### config.mk
export PLATFORM = sky130hd
export DESIGN_NAME = permutation_ctrl
export DESIGN_NICKNAME = d
export VERILOG_FILES = /design/src/rtl/permutation_ctrl_pkg.sv /design/src/rtl/permutation_ctrl_round.sv /design/src/rtl/permutation_ctrl.sv
export SDC_FILE = /design/constraint.sdc
export NUM_CORES = 2
export LEC_CHECK = 0
export CAP_MARGIN = 25
export CORE_MARGIN = 3
export CORE_UTILIZATION = 45
export DETAILED_ROUTE_END_ITERATION = 7
export PLACE_DENSITY_LB_ADDON = 0.15
export SYNTH_ARGS = -nofsm -noshare
export SYNTH_HDL_FRONTEND = slang
export SYNTH_SLANG_ARGS = --single-unit
### constraint.sdc
create_clock -name clock_i -period 12.8 [get_ports clock_i]
set_clock_uncertainty 0.2 [all_clocks]
set_input_delay 1.92 -clock clock_i [delete_from_list [all_inputs] [get_ports clock_i]]
set_output_delay 1.92 -clock clock_i [all_outputs]
set_load 0.02 [all_outputs]
### src/rtl/permutation_ctrl_pkg.sv
// Shared Ascon types, constants and helpers for the permutation controller and its round datapath.
package ascon_pack;

    typedef logic [4:0][63:0] state_t;

    typedef enum logic [1:0] {IDLE, RUN, DONE} perm_state_t;

    localparam int         MAX_ROUNDS = 12;
    localparam logic [3:0] LAST_ROUND = 4'(MAX_ROUNDS - 1);

    // Per-word rotation pairs of the linear layer, indexed by word number.
    localparam int ROT_A [5] = '{19, 61, 1, 10, 7};
    localparam int ROT_B [5] = '{28, 39, 6, 17, 41};

    function automatic logic [7:0] round_const(input logic [3:0] r);
        return {4'd15 - r, r};
    endfunction

    function automatic logic [63:0] ror64(input logic [63:0] x, input int n);
        return (x >> n) | (x << (64 - n));
    endfunction

endpackage

### src/rtl/permutation_ctrl_round.sv
// One combinational Ascon round: constant addition, bitsliced 5-bit S-box layer, linear diffusion.
module sublayer
    import ascon_pack::*;
(
    input  state_t x_i,
    output state_t x_o
);

    state_t w_a;
    state_t w_t;
    state_t w_b;

    always_comb begin
        w_a    = x_i;
        w_a[0] = x_i[0] ^ x_i[4];
        w_a[4] = x_i[4] ^ x_i[3];
        w_a[2] = x_i[2] ^ x_i[1];
        w_t    = '0;
        w_b    = '0;
        // Chi-like nonlinear step across the five words, wrapping from word 4 back to word 0.
        for (int i = 0; i < 5; i++) begin
            w_t[i] = ~w_a[i] & w_a[(i + 1) % 5];
        end
        for (int i = 0; i < 5; i++) begin
            w_b[i] = w_a[i] ^ w_t[(i + 1) % 5];
        end
        x_o    = w_b;
        x_o[1] = w_b[1] ^ w_b[0];
        x_o[0] = w_b[0] ^ w_b[4];
        x_o[3] = w_b[3] ^ w_b[2];
        x_o[2] = ~w_b[2];
    end

endmodule

module round_function
    import ascon_pack::*;
(
    input  state_t     state_i,
    input  logic [3:0] round_i,
    output state_t     state_o
);

    state_t w_added;
    state_t w_subst;

    always_comb begin
        w_added       = state_i;
        w_added[2][7:0] = state_i[2][7:0] ^ round_const(round_i);
    end

    sublayer u_sublayer (
        .x_i (w_added),
        .x_o (w_subst)
    );

    always_comb begin
        state_o = w_subst;
        for (int i = 0; i < 5; i++) begin
            state_o[i] = w_subst[i] ^ ror64(w_subst[i], ROT_A[i]) ^ ror64(w_subst[i], ROT_B[i]);
        end
    end

endmodule

### src/rtl/permutation_ctrl.sv
// Iterative Ascon p^n controller: one round per clock on a registered state, start/ready in, valid pulse out.
module permutation_ctrl
    import ascon_pack::*;
#(
    parameter int DEFAULT_ROUNDS = 12
)
(
    input  logic       clock_i,
    input  logic       reset_i,
    input  logic       start_i,
    input  logic [3:0] rounds_i,
    input  state_t     state_i,
    output logic       ready_o,
    output logic       valid_o,
    output logic       busy_o,
    output state_t     state_o
);

    perm_state_t r_state;
    perm_state_t w_next;
    logic [3:0]  r_round;
    logic [3:0]  w_rounds;
    state_t      r_data;
    state_t      w_roundOut;
    logic        w_accept;

    round_function u_round (
        .state_i (r_data),
        .round_i (r_round),
        .state_o (w_roundOut)
    );

    always_comb begin
        w_rounds = rounds_i;
        if (rounds_i == 4'd0 || rounds_i > 4'(MAX_ROUNDS)) begin
            w_rounds = 4'(DEFAULT_ROUNDS);
        end
    end

    // A start during RUN is dropped on purpose; only IDLE and DONE accept work.
    assign w_accept = start_i && (r_state != RUN);

    always_ff @(posedge clock_i or posedge reset_i) begin
        if (reset_i) begin
            r_state <= IDLE;
        end else begin
            r_state <= w_next;
        end
    end

    always_comb begin
        w_next  = r_state;
        ready_o = 1'b1;
        valid_o = 1'b0;
        busy_o  = 1'b0;
        case (r_state)
            IDLE: begin
                if (start_i) w_next = RUN;
            end
            RUN: begin
                ready_o = 1'b0;
                busy_o  = 1'b1;
                if (r_round == LAST_ROUND) w_next = DONE;
            end
            DONE: begin
                valid_o = 1'b1;
                w_next  = start_i ? RUN : IDLE;
            end
            default: w_next = IDLE;
        endcase
    end

    // Starting at 12-n makes every job end on round index 11, so the last constant is always 0x4b.
    always_ff @(posedge clock_i or posedge reset_i) begin
        if (reset_i) begin
            r_data  <= '0;
            r_round <= 4'd0;
        end else if (w_accept) begin
            r_data  <= state_i;
            r_round <= 4'(MAX_ROUNDS) - w_rounds;
        end else if (r_state == RUN) begin
            r_data <= w_roundOut;
            if (r_round != LAST_ROUND) begin
                r_round <= r_round + 4'd1;
            end
        end
    end

    assign state_o = r_data;

endmodule

==> run metrics <==
max incr delay on CP 850 ps; quantity of gates resized following cts 0; crit path capture type register; Worst-path clk slew 60 ps; grt ovf 0; hpwl dp 122,000 um; post-synthesis cell type count 35; core box area 66,600 sq um; setup bufs post-CTS 0; worst-skew pair later-pin latency 590 ps; Worst-Margin Slew 1200 ps; hold path cells 2; hold path start state_o[133]; post-route DRC violation count 0; Post-synth top flop dfrtp_1; ys async rst share 1.00; status finished clean; final setup vio count 0; Synth Cell Area 30,600 sq um; Placement Setup Slack 7660 ps; antenna cells 0; Chip Height 267 um; # hold bufs at CTS 0; antenna-violating nets left 0; worst r2r path cells 6; max_slew headroom 0.195; worst path bufs/invs 3; Worst setup SP type primary input; row cnt 94; CP most frequent cell buf_4; CTS H-tree lvls 2; final wirelength 148,000 um; Final Hold Vio Count 0; Die ar. 71,100 sq um; Hold Path End state_o[133]; part of the cycle the worst path needs 0.363; Max-cap violations 0; clock sink count 326; FF-to-FF End state_o[244]; first-pass GRT wire length 203,000 um; Vias 26,724; Slew Limit Fails 0; maximum clock frequency 215 MHz; critical path class primary input to register; GP Congestion 1.06; Worst EP arrival 4910 ps; Post-Syn Area per Cell 10.2 sq um; TritonCTS buffer count 41; post-route cell area 39,600 sq um; Crit path max-delay family buffers and inverters; CTS Buffer Depth 3; critical path depth in cells 6; Crit Path Max Fanout 123; Area Overhead vs Synth 29.5%; Setup TNS Final 0 ps; First DRT Iteration DRCs 2,868; initial core utilization 0.459; critical path, cell by cell buf_8, buf_4, buf_4, mux2i_1, nor2_1, a21o_1; Horiz. Die Dim 267 um; post-route setup slack 8150 ps; DP Area 38,000 sq um; Final #Nets 4,067; CTS root buffer clkbuf_16; pin count of the biggest net entering global routing 124; initial antenna violation count 7; Synthesized Nets 3,453; drt pass-1 iters 6; EDFF count, synth 0; proportion of layout cells with a drive suffix above 1 0.0404; Min Clock Period, post-route 4650 ps; RSZ-0062 raised after global routing false; reg2reg setup slack 9020 ps; CTS tree yes; Seq/Total Area, Yosys 0.267; IO Pins 650; #FFs+latches synth 326; Min-Delay Path Class register to register; WP data required 13,060 ps; Post-Syn Instances 2,996; YS warnings 0; final hold slack 425 ps; GRT Util Overall 0.408; via-per-instance ratio 5.93; Crit-path slowest cell buf_4; vias in the first global route 26,777; Routed WL per cell 32.9 um; worst r2r src r_round[1]; IO buf count 649
-- worst max-delay path by stage --
stage,to,startpoint,slack (ps)
finish,state_o[212],start_i,8150
global route,state_o[212],start_i,8100
CTS,busy_o,r_state[1],8230
detailed placement,state_o[38],reset_i,7660
global placement,state_o[38],reset_i,7740
floorplan,r_round[0],reset_i,1650
-- synth_stat cells, types with 9 or more instances --
master / n / area [sq um]
o211a_1: 108 / 1080
dfrtp_1: 326 / 8160
xor2_1: 210 / 1840
nor2b_1: 67 / 419
nor2_1: 65 / 244
o21ai_0: 133 / 666
o21ai_1: 38 / 190
buf_2: 11 / 55.1
xnor3_1: 247 / 5560
nand2_1: 390 / 1460
a21o_1: 33 / 248
ha_1: 130 / 1630
mux2i_1: 156 / 1560
xor3_1: 9 / 214
xnor2_2: 11 / 179
buf_1: 11 / 41.3
a21oi_1: 182 / 911
xnor2_1: 423 / 3700
inv_1: 188 / 706
clkbuf_1: 114 / 428
maj3_1: 59 / 591
a211oi_1: 66 / 495
-- logic make-up after synthesis --
| group | count (synthesis) | synth area share |
|---|---|---|
| DFF | 326 | 0.267 |
| muxes | 157 | 0.0515 |
| and+or+nand+nor | 530 | 0.0711 |
| buffers and inverters | 326 | 0.0405 |
| xor gates and xnor gates | 905 | 0.379 |
| adders and majority gates | 189 | 0.0725 |
| AOI/OAI and AO/OA | 563 | 0.118 |
-- stage by stage --
step,utilization,instances
floorplan,-,2996
global placement,0.569,4405
detailed placement,0.571,4424
CTS,0.593,4498
global route,0.595,4505
finish,0.595,4505
-- worst min-delay path: cells and delay by family, from the launching register on --
| family | cells | cell delay (ps) |
|---|---|---|
| AO/OA/AOI/OAI | 1 | 130 |
| flip-flops | 1 | 380 |
| multiplexers | 1 | 80 |
-- sequential cells by signal, summed over array words and instances, names as in the netlist --
signal   count
r_state      2
r_round      4
state_o    320
-- cells in the final DEF (no fill, tap or decap), drive strengths merged, types with 59 or more instances in the layout --
| cell type | synthesis | layout |
|---|---|---|
| a211oi | 66 | 66 |
| inv | 190 | 192 |
| ha | 130 | 130 |
| nor2b | 67 | 67 |
| buf | 22 | 59 |
| xnor3 | 247 | 247 |
| clkdlybuf4s50 | 0 | 648 |
| maj3 | 59 | 59 |
| dfrtp | 326 | 326 |
| o211a | 108 | 108 |
| xor2 | 214 | 214 |
| xnor2 | 434 | 434 |
| mux2i | 156 | 156 |
| nor2 | 65 | 65 |
| a21oi | 182 | 182 |
| nand2 | 390 | 390 |
| o21ai | 171 | 171 |
-- area by class of cell --
class	count	area [sq um]
inverters	190	728
repair buffers	707	7020
well taps	864	1080
multi-input cells	2344	21200
clock buffers	57	1190
clock inverters	17	243
fillers	5524	27000
flip-flops and latches	326	8160
-- metal layers --
layer	wire length, um	vias up	track usage
met3	13400	379	0.0886
li1	-	11387	-
met5	72	-	0
met4	9460	12	0.219
met2	67100	1505	0.646
met1	58200	13441	0.523
Power is left out: the tool's default activity adds up to more than one toggle a clock period on the data nets, which glitch-free logic cannot reach.
